$ cat src/rtl/operand_entry.sv
// Pushbutton-driven operand entry: synchronizes and debounces an active-low key,
// then steps A -> B -> carry-in -> SHOW, capturing the switches on each accepted press.
module operand_entry #(
  parameter int DEBOUNCE_CYCLES = 500000
) (
  input  logic       clk,
  input  logic       reset,
  input  logic       key_n,
  input  logic [2:0] sw,
  input  logic       sw_cin,
  output logic [2:0] a,
  output logic [2:0] b,
  output logic       cin,
  output logic       valid,
  output logic [1:0] stage
);

  localparam int CW = (DEBOUNCE_CYCLES > 2) ? $clog2(DEBOUNCE_CYCLES) : 1;
  localparam logic [CW-1:0] CNT_MAX = CW'(DEBOUNCE_CYCLES - 1);

  typedef enum logic [1:0] {
    ENTER_A   = 2'b00,
    ENTER_B   = 2'b01,
    ENTER_CIN = 2'b10,
    SHOW      = 2'b11
  } state_t;

  logic          r_sync1;
  logic          r_sync2;
  logic          r_deb;
  logic          r_deb_d;
  logic [CW-1:0] r_cnt;
  logic          r_press;
  state_t        r_state;
  logic [2:0]    r_a;
  logic [2:0]    r_b;
  logic          r_cin;
  logic          r_valid;
  logic          w_key_s;

  assign w_key_s = r_sync2;

  // NOTE: every clocked block uses non-blocking assignments so all registers
  // see pre-edge values of each other, independent of block ordering.
  always_ff @(posedge clk) begin
    if (reset) begin
      r_sync1 <= 1'b1;
      r_sync2 <= 1'b1;
    end else begin
      r_sync1 <= key_n;
      r_sync2 <= r_sync1;
    end
  end

  // Level is accepted only after DEBOUNCE_CYCLES consecutive disagreeing samples;
  // the counter saturates at CNT_MAX by construction and so never wraps.
  always_ff @(posedge clk) begin
    if (reset) begin
      r_deb   <= 1'b1;
      r_deb_d <= 1'b1;
      r_cnt   <= '0;
      r_press <= 1'b0;
    end else begin
      r_deb_d <= r_deb;
      r_press <= r_deb_d & ~r_deb;
      if (w_key_s == r_deb) begin
        r_cnt <= '0;
      end else if (r_cnt == CNT_MAX) begin
        r_deb <= w_key_s;
        r_cnt <= '0;
      end else begin
        r_cnt <= r_cnt + CW'(1);
      end
    end
  end

  always_ff @(posedge clk) begin
    if (reset) begin
      r_state <= ENTER_A;
      r_a     <= '0;
      r_b     <= '0;
      r_cin   <= 1'b0;
      r_valid <= 1'b0;
    end else if (r_press) begin
      case (r_state)
        ENTER_A: begin
          r_a     <= sw;
          r_state <= ENTER_B;
        end
        ENTER_B: begin
          r_b     <= sw;
          r_state <= ENTER_CIN;
        end
        ENTER_CIN: begin
          r_cin   <= sw_cin;
          r_valid <= 1'b1;
          r_state <= SHOW;
        end
        default: begin
          r_a     <= '0;
          r_b     <= '0;
          r_cin   <= 1'b0;
          r_valid <= 1'b0;
          r_state <= ENTER_A;
        end
      endcase
    end
  end

  assign a     = r_a;
  assign b     = r_b;
  assign cin   = r_cin;
  assign valid = r_valid;
  assign stage = r_state;

endmodule

$ cat config.mk
export PLATFORM = sky130hd
export DESIGN_NAME = operand_entry
export DESIGN_NICKNAME = d
export VERILOG_FILES = /design/src/rtl/operand_entry.sv
export SDC_FILE = /design/constraint.sdc
export NUM_CORES = 1
export LEC_CHECK = 0
export BUFFER_PORTS_ARGS = -buffer_cell sky130_fd_sc_hd__buf_2
export CAP_MARGIN = 30
export CORE_MARGIN = 1.5
export CORE_UTILIZATION = 60
export CTS_CLUSTER_SIZE = 12
export DETAILED_ROUTE_END_ITERATION = 7
export PLACE_DENSITY = 0.8
export SYNTH_ARGS = -nofsm -noshare
export SYNTH_HDL_FRONTEND = slang
export SYNTH_SLANG_ARGS = --single-unit
export TNS_END_PERCENT = 100
$ cat constraint.sdc
create_clock -name clk -period 4.06 [get_ports clk]
set_input_delay 0.203 -clock clk [delete_from_list [all_inputs] [get_ports clk]]
set_output_delay 0.203 -clock clk [all_outputs]
set_load 0.05 [all_outputs]
==> summary.txt, run 1 <==
Clock network
  – CTS Sinks: 34
  – Total CTS buffers: 5
  – CTS resizes: 0
  – Worst-path clk slew: ~0.10 ns
  – Htree depth: 2
  – Longest Clk Path Bufs: 2
  – Setup Buffers After CTS: 0
  – Post-CTS Hold Buffers: 0
  – Worst-Skew Late Latency: 0.34 ns
  – Root Driver: clkbuf_4
  – TritonCTS clock tree: yes

Setup path
  – Reg-to-reg startpoint: r_cnt[0]$_SDFF_PP0_
  – Worst endpoint data arrival time: 2.06 ns
  – Critical Path Source Type: flop
  – Worst Path Class, Setup: reg -> reg
  – Worst Path Required: around 4.3 ns
  – FF-to-FF setup slack: 2.20 ns
  – Crit. End Element: flop
  – Worst R2R Path Depth: 4
  – Max FO, Critical Path: 19
  – CP Capture Point: r_cnt[11]$_SDFF_PP0_
  – Worst flop-to-flop path endpoint: r_cnt[11]$_SDFF_PP0_
  – Crit. Startpoint: r_cnt[0]$_SDFF_PP0_

Synth
  – Synth Area in XOR/XNOR: between 8 and 9%
  – Synth Instances: approximately 170
  – Most common flop cell mapped by yosys: dfxtp_1
  – Asr flop ratio synth: 0%
  – Cell accounting for the most synthesized area: dfxtp_1
  – Simple-gate share of the synthesized area: around 30%
  – Mapped Area: around 1500 um^2
  – Most common cell in the netlist: dfxtp_1
  – Ranking of synthesized cells by area: dfxtp_1 46%, xnor2_1 7.7%, nor2_1 7.1%, ha_1 4.2%, nand3_1 4.0%
  – Yosys warning count: 0
  – Syn_nets: 178
  – Yosys cell types: 34
  – Post-synth top cells: 34 x dfxtp_1, 28 x nor2_1, 13 x nand2_1, 13 x xnor2_1, 12 x nand3_1
  – Synth Area in Adders: 4.21%
  – Combinational family with the most area after synthesis: simple AND/OR/NAND/NOR gates
  – Seq cells post-synth: 34
  – EDFF count, synth: 0
  – Mux cell area share after synthesis: 2.02%
  – Top cell type's share of synthesized area: 45.8%
  – Compound-gate portion of the synthesized area: 5.47%
  – Avg Inst Size Synth: between 8 and 9 um^2
  – Sequential area share after synthesis: 45.8%

Run
  – Max cap viols: 0

Timing
  – Sum of negative setup slack: 0 ns
  – Setup repair after global routing missed its margin: no
  – Final count of hold timing violations: 0
  – Final setup vio count: 0
  – Clock Skew: between 0.009 and 0.01 ns
  – Least-Margin Pin Slew: 0.745 ns
  – Max Fclk: 0.538 GHz
  – Normalized max-slew margin: 50.4%
  – Final Slew Violations: 0
  – Final Cycle Share: 45.8%
  – Fin crit period: about 1.9 ns

Global routing
  – Antenna violations before repair: 0
  – Maximum number of pins on one net before global-route repair: 20
  – GRT overflow: 0
  – Vias in the first global route: 1121
  – First-pass GRT wire length: 4410 um
  – GRT Resource Usage Total: 22.2%

Finish
  – Ant. Diodes: 0
  – Syn-to-layout area delta: 10.4%
  – Fin nets: just under 200
  – Fraction of layout cells with a size suffix above 1: approximately 18%
  – Fin cells: between 200 and 250

Route
  – Uppermost routed layer: met4
  – Vias per inst: 5.52
  – Met3 wire length: between 100 and 150 um
  – Routed WL: 2630 um
  – Met2 WL: 1330 um
  – Metal-1 WL: 1120 um
  – DRC violations left: 0
  – Total vias in the final route: approximately 1200
  – Count of routing violations after the opening detailed-route iteration: 18
  – Routed wirelength normalized by instance count: 12.2 um
  – Post-DRT Antenna Nets: 0
  – Drt pass-1 iters: 4

Floorplan
  – Total die area: 2790 um^2
  – Ports: 17
  – Core area: between 2000 and 2500 um^2
  – Initial core utilization: between 60% and 70%
  – Die Wd: 52.8 um
  – Die Ht: between 50 and 60 um
  – Row cnt: 17

Pwr
  – Sw Share: 21.5%
  – Power Density: 327 nW/um^2
  – P_leak: 0.556 nW
  – Worst VDD drop: 288 uV
  – Gate power share: 1.6%
  – Net Switching: 0.116 mW
  – Pint: between 0.4 and 0.5 mW
  – Sequential share of power: 62.4%
  – Clk pwr share: 36.0%

Placed design
  – Placed Instances: 207
  – GPL Wtd Cong: 0.865
  – Final HPWL DP: 1920 um
  – PortBufs: 16

Hold path
  – Worst hold-check path type: in -> reg

Outcome
  – Status: finished, final reports clean
## per-layer routing
| metal | up-vias | track usage (%) |
|---|---|---|
| met1 | 554 | 23.0 |
| met4 | 0 | 14.1 |
| met3 | 8 | 6.00 |
| met5 | - | 0 |
| li1 | 600 | - |
| met2 | 24 | 39.0 |
## stage by stage
stage               power, mW  setup WS, ns  area (um^2)  util (%)  hold WS, ns
floorplan               0.347          2.27         1490         -        0.293
global placement        0.351          2.29         1580      69.5        0.387
CTS                     0.542          2.20         1640      72.1       0.0280
global route            0.556          1.96         1640      72.1       0.0356
finish                  0.537          2.20         1640      72.1       0.0411
detailed placement      0.352          2.20         1580      69.5        0.395
## worst min-delay path by stage
stage / from / endpoint / slack (ns) / cells after the start
finish: key_n / r_sync1$_SDFF_PP1_ / 0.04 / 2
detailed placement: key_n / r_sync1$_SDFF_PP1_ / 0.40 / 2
floorplan: reset / stage[0]$_SDFFE_PP0P_ / 0.29 / 1
CTS: key_n / r_sync1$_SDFF_PP1_ / 0.03 / 2
global placement: key_n / r_sync1$_SDFF_PP1_ / 0.39 / 2
global route: key_n / r_sync1$_SDFF_PP1_ / 0.04 / 2
## logic make-up (layout without fill, tap and decap cells)
| kind of cell | count (synthesis) | after routing |
|---|---|---|
| buf+inv | 11 | 32 |
| xor+xnor | 15 | 15 |
| simple gates | 84 | 84 |
| mux | 3 | 3 |
| fa+ha+maj | 5 | 5 |
| flops | 34 | 34 |
| compound gates | 14 | 14 |
## power groups by stage
stage	clock network (mW)	registers (mW)	logic [mW]
6_report	0.193	0.335	0.00849
5_1_grt	0.210	0.336	0.00958
4_1_cts	0.198	0.335	0.00851
3_5_place_dp	0	0.343	0.00852
3_3_place_gp	0	0.343	0.00828
2_1_floorplan	0	0.343	0.00457
## cell usage in the layout, fill, tap and decap left out, drive strengths merged
cell type and instances:
nand2 13, nand3b 1, clkinv 1, dfxtp 34, a2111oi 1, a31o 1
nor4b 2, mux2i 3, nor3b 3, and3 1, nand2b 2, xnor2 13
nor2b 1, nand4 6, nand3 13, or2 2, and2 1, xor2 2
nor4 4, o21ai 2, ha 5, buf 16, nand4bb 1, nor3 4
clkbuf 7, or4 1, inv 8, a21oi 10, or3b 1, nor2 28
## registers in the layout, summed over array words and instances, names as in the netlist
register,flops
cin,1
r_sync1,1
r_deb,1
b,3
r_sync2,1
r_cnt,19
stage,2
valid,1
a,3
r_press,1
r_deb_d,1
## area by class of cell
| type | instances | area [um^2] |
|---|---|---|
| Fill cell | 183 | 634 |
| Clock inverter | 1 | 5.00 |
| Tap cell | 28 | 35.0 |
| Multi-Input combinational cell | 121 | 756 |
| Inverter | 8 | 30.0 |
| Timing Repair Buffer | 16 | 80.1 |
| Sequential cell | 34 | 681 |
| Clock buffer | 7 | 55.1 |
## worst max-delay path, cell delays in order, from the launching register on
cell and delay (ns):
dfxtp_1 0.42, ha_1 0.25, nand4_2 0.25, o21ai_2 0.68, nor2_1 0.11
Power figures use the tool's default switching activity.
==> run 2, diff against run 1 <==
- CORE_UTILIZATION: 60 -> 56
- PLACE_DENSITY: 0.8 -> 0.75
- clock period: 4.06 -> 1.8 ns (I/O delays scaled with it)
==> summary.txt, run 2 (synthesis gave the netlist of run 1 again) <==
Clock network
  – Total CTS buffers: 5 (unchanged)
  – TritonCTS clock tree: yes
  – Longest Clk Path Bufs: 2 (unchanged)
  – Root Driver: clkbuf_4
  – Setup Buffers After CTS: 0 (unchanged)
  – CTS Sinks: 34 (unchanged)
  – Worst-Skew Late Latency: 0.33 ns (about the same)
  – Htree depth: 2 (unchanged)
  – CTS resizes: 0 (unchanged)
  – Worst-path clk slew: 0.09 ns (about the same)

Timing
  – Fin crit period: 1.66 ns (-0.200 ns)
  – Final count of hold timing violations: 0 (unchanged)
  – Max Fclk: 0.602 GHz (+12%)
  – Final Cycle Share: 92.2% (+46 points)
  – Least-Margin Pin Slew: 0.524 ns (-0.220 ns)
  – Normalized max-slew margin: 65.0% (+15 points)
  – Setup repair after global routing missed its margin: yes
  – Final Slew Violations: 0 (unchanged)
  – Final setup vio count: 0 (unchanged)
  – Clock Skew: 0.00601 ns (-0.00347 ns)
  – Final worst slack: 0.140 ns (-2.06 ns)

Route
  – Routed wirelength normalized by instance count: 12.2 um (about the same)
  – Drt pass-1 iters: 4 (unchanged)
  – Vias per inst: 5.65 (+2.5%)
  – Post-DRT Antenna Nets: 0 (unchanged)
  – Routed WL: 2680 um (+1.8%)
  – DRC violations left: 0 (unchanged)
  – Count of routing violations after the opening detailed-route iteration: 13 (-5)
  – Total vias in the final route: 1238 (+4.4%)

Finish
  – Fraction of layout cells with a size suffix above 1: 18.5% (+0.87 points)
  – Fin nets: 202 (+2.0%)
  – Fin cells: 219 (+1.9%)
  – Commonest non-fill, non-tap cell in the layout: dfxtp_1
  – Max reg flops: 19 (unchanged)
  – Ant. Diodes: 0 (unchanged)
  – Most frequent cells in the layout: 34 x dfxtp_1, 28 x nor2_1, 16 x buf_2
  – Syn-to-layout area delta: 12.2%
  – Fill cells: 218 (+19%)
  – Post-layout util: 66.7% (-5.4 points)
  – Top reg by flops: r_cnt

Floorplan
  – Die Ht: 54.5 um (+3.3%)
  – Initial core utilization: 59.5% (-5.9 points)
  – Core area: 2500 um^2 (+9.8%)
  – Ports: 17 (unchanged)
  – Row cnt: 18 (+1)
  – Total die area: 2970 um^2 (+6.7%)
  – Die Wd: 54.5 um (+3.3%)

Setup path
  – CP delay by family, top: simple AND/OR/NAND/NOR gates
  – Critical Path Source Type: flop
  – Reg-to-reg startpoint: r_cnt[0]$_SDFF_PP0_
  – FF-to-FF setup slack: 0.14 ns (-2.06 ns)
  – Crit. End Element: flop
  – CP Cell Sequence: ha_1 -> nand4_2 -> nor4_1 -> xnor2_1 -> nor2_1
  – Slowest CP cell: nor4_1
  – CP Buf/Inv Count: 0 (unchanged)
  – Worst R2R Path Depth: 5 (+1)
  – Worst Path Class, Setup: reg -> reg
  – Worst Path Required: 2.02 ns (-2.24 ns)
  – Worst flop-to-flop path endpoint: r_cnt[14]$_SDFF_PP0_
  – Max FO, Critical Path: 9 (-10)
  – Slowest Stage Delay on Critical Path: 0.43 ns (-0.25 ns)
  – Worst endpoint data arrival time: 1.88 ns (-0.18 ns)

Global routing
  – Maximum number of pins on one net before global-route repair: 20 (unchanged)
  – GRT Resource Usage Total: 21.4% (-0.78 points)
  – GRT overflow: 0 (unchanged)
  – Vias in the first global route: 1126 (+0.45%)
  – Antenna violations before repair: 0 (unchanged)
  – First-pass GRT wire length: 4420 um (+0.29%)

Hold path
  – Worst hold-check path type: in -> reg
  – Hold endpoint: cin$_SDFFE_PP0P_
  – Min-delay src: sw_cin
  – Hold depth: 3 (+1)

Run
  – Max cap viols: 0 (unchanged)

Pwr
  – Worst VDD drop: 582 uV (+100%)
  – Power Density: 704 nW/um^2 (+120%)
  – P_leak: 0.569 nW (+2.3%)

Placed design
  – PortBufs: 16 (unchanged)
  – Placed Instances: 212 (+2.4%)
  – Worst slack, placed: 0.146 ns (-2.05 ns)
  – GPL Wtd Cong: 0.878 (+1.5%)
  – Final HPWL DP: 1990 um (+3.6%)

Outcome
  – Status: finished, final reports clean
## run 2: cell count changes in the layout (fill, tap and decap cells not counted)
cell,before,now
clkinv_2,1,0
dlygate4sd3_1,0,1
clkbuf_1,1,0
buf_4,0,3
## run 2: worst max path at each step
stage                                      from                    to  depth (start not counted)
after global routing        r_cnt[0]$_SDFF_PP0_  r_cnt[16]$_SDFF_PP0_                          5
after CTS                   r_cnt[0]$_SDFF_PP0_  r_cnt[14]$_SDFF_PP0_                          5
final                       r_cnt[0]$_SDFF_PP0_  r_cnt[14]$_SDFF_PP0_                          5
after global placement      r_cnt[0]$_SDFF_PP0_  r_cnt[14]$_SDFF_PP0_                          5
after detailed placement    r_cnt[0]$_SDFF_PP0_  r_cnt[14]$_SDFF_PP0_                          5
after floorplan           stage[0]$_SDFFE_PP0P_     b[0]$_SDFFE_PP0P_                          5
## run 2: where the power goes
part / internal (mW) / switching [mW]
Combinational: 0.00973 / 0.0120
Sequential: 0.754 / 0.00182
Clock: 0.176 / 0.221
## run 2: area by class of cell
type                    instances  area, um^2  area share, %
inverters                       8        30.0           1.80
well taps                      30        37.5           2.25
repair buffers                 20         113           6.75
multi-input cells             121         756           45.3
clock buffers                   6        51.3           3.08
flip-flops and latches         34         681           40.8
## run 2: routing by layer
metal	share of wire, %	track usage [%]	vias up
met3	5.3	6.01	10
met4	2.6	13.3	0
met2	49	39.4	46
met1	43	20.9	568
met5	0	0	-
li1	-	-	614
## run 2: worst min-delay path, stage by stage
cell     delay (ns)
buf_2          0.09
nand3_1        0.07
a21oi_1        0.06
## run 2: repair_timing
action                                 4_1_cts  5_1_grt
hold buffers                                 1        0
endpoints found under the hold margin        1        0
setup endpoints to repair                    0        1
## run 2: metrics by stage
step           TNS (ns)  cell area (um^2)  total power, mW  hold WS (ns)
4_1_cts               0              1670             1.19        0.0225
6_report              0              1670             1.17        0.0238
2_1_floorplan         0              1490            0.784         0.180
5_1_grt        -0.00427              1670             1.22        0.0306
3_3_place_gp          0              1610            0.793         0.273
3_5_place_dp          0              1610            0.793         0.279
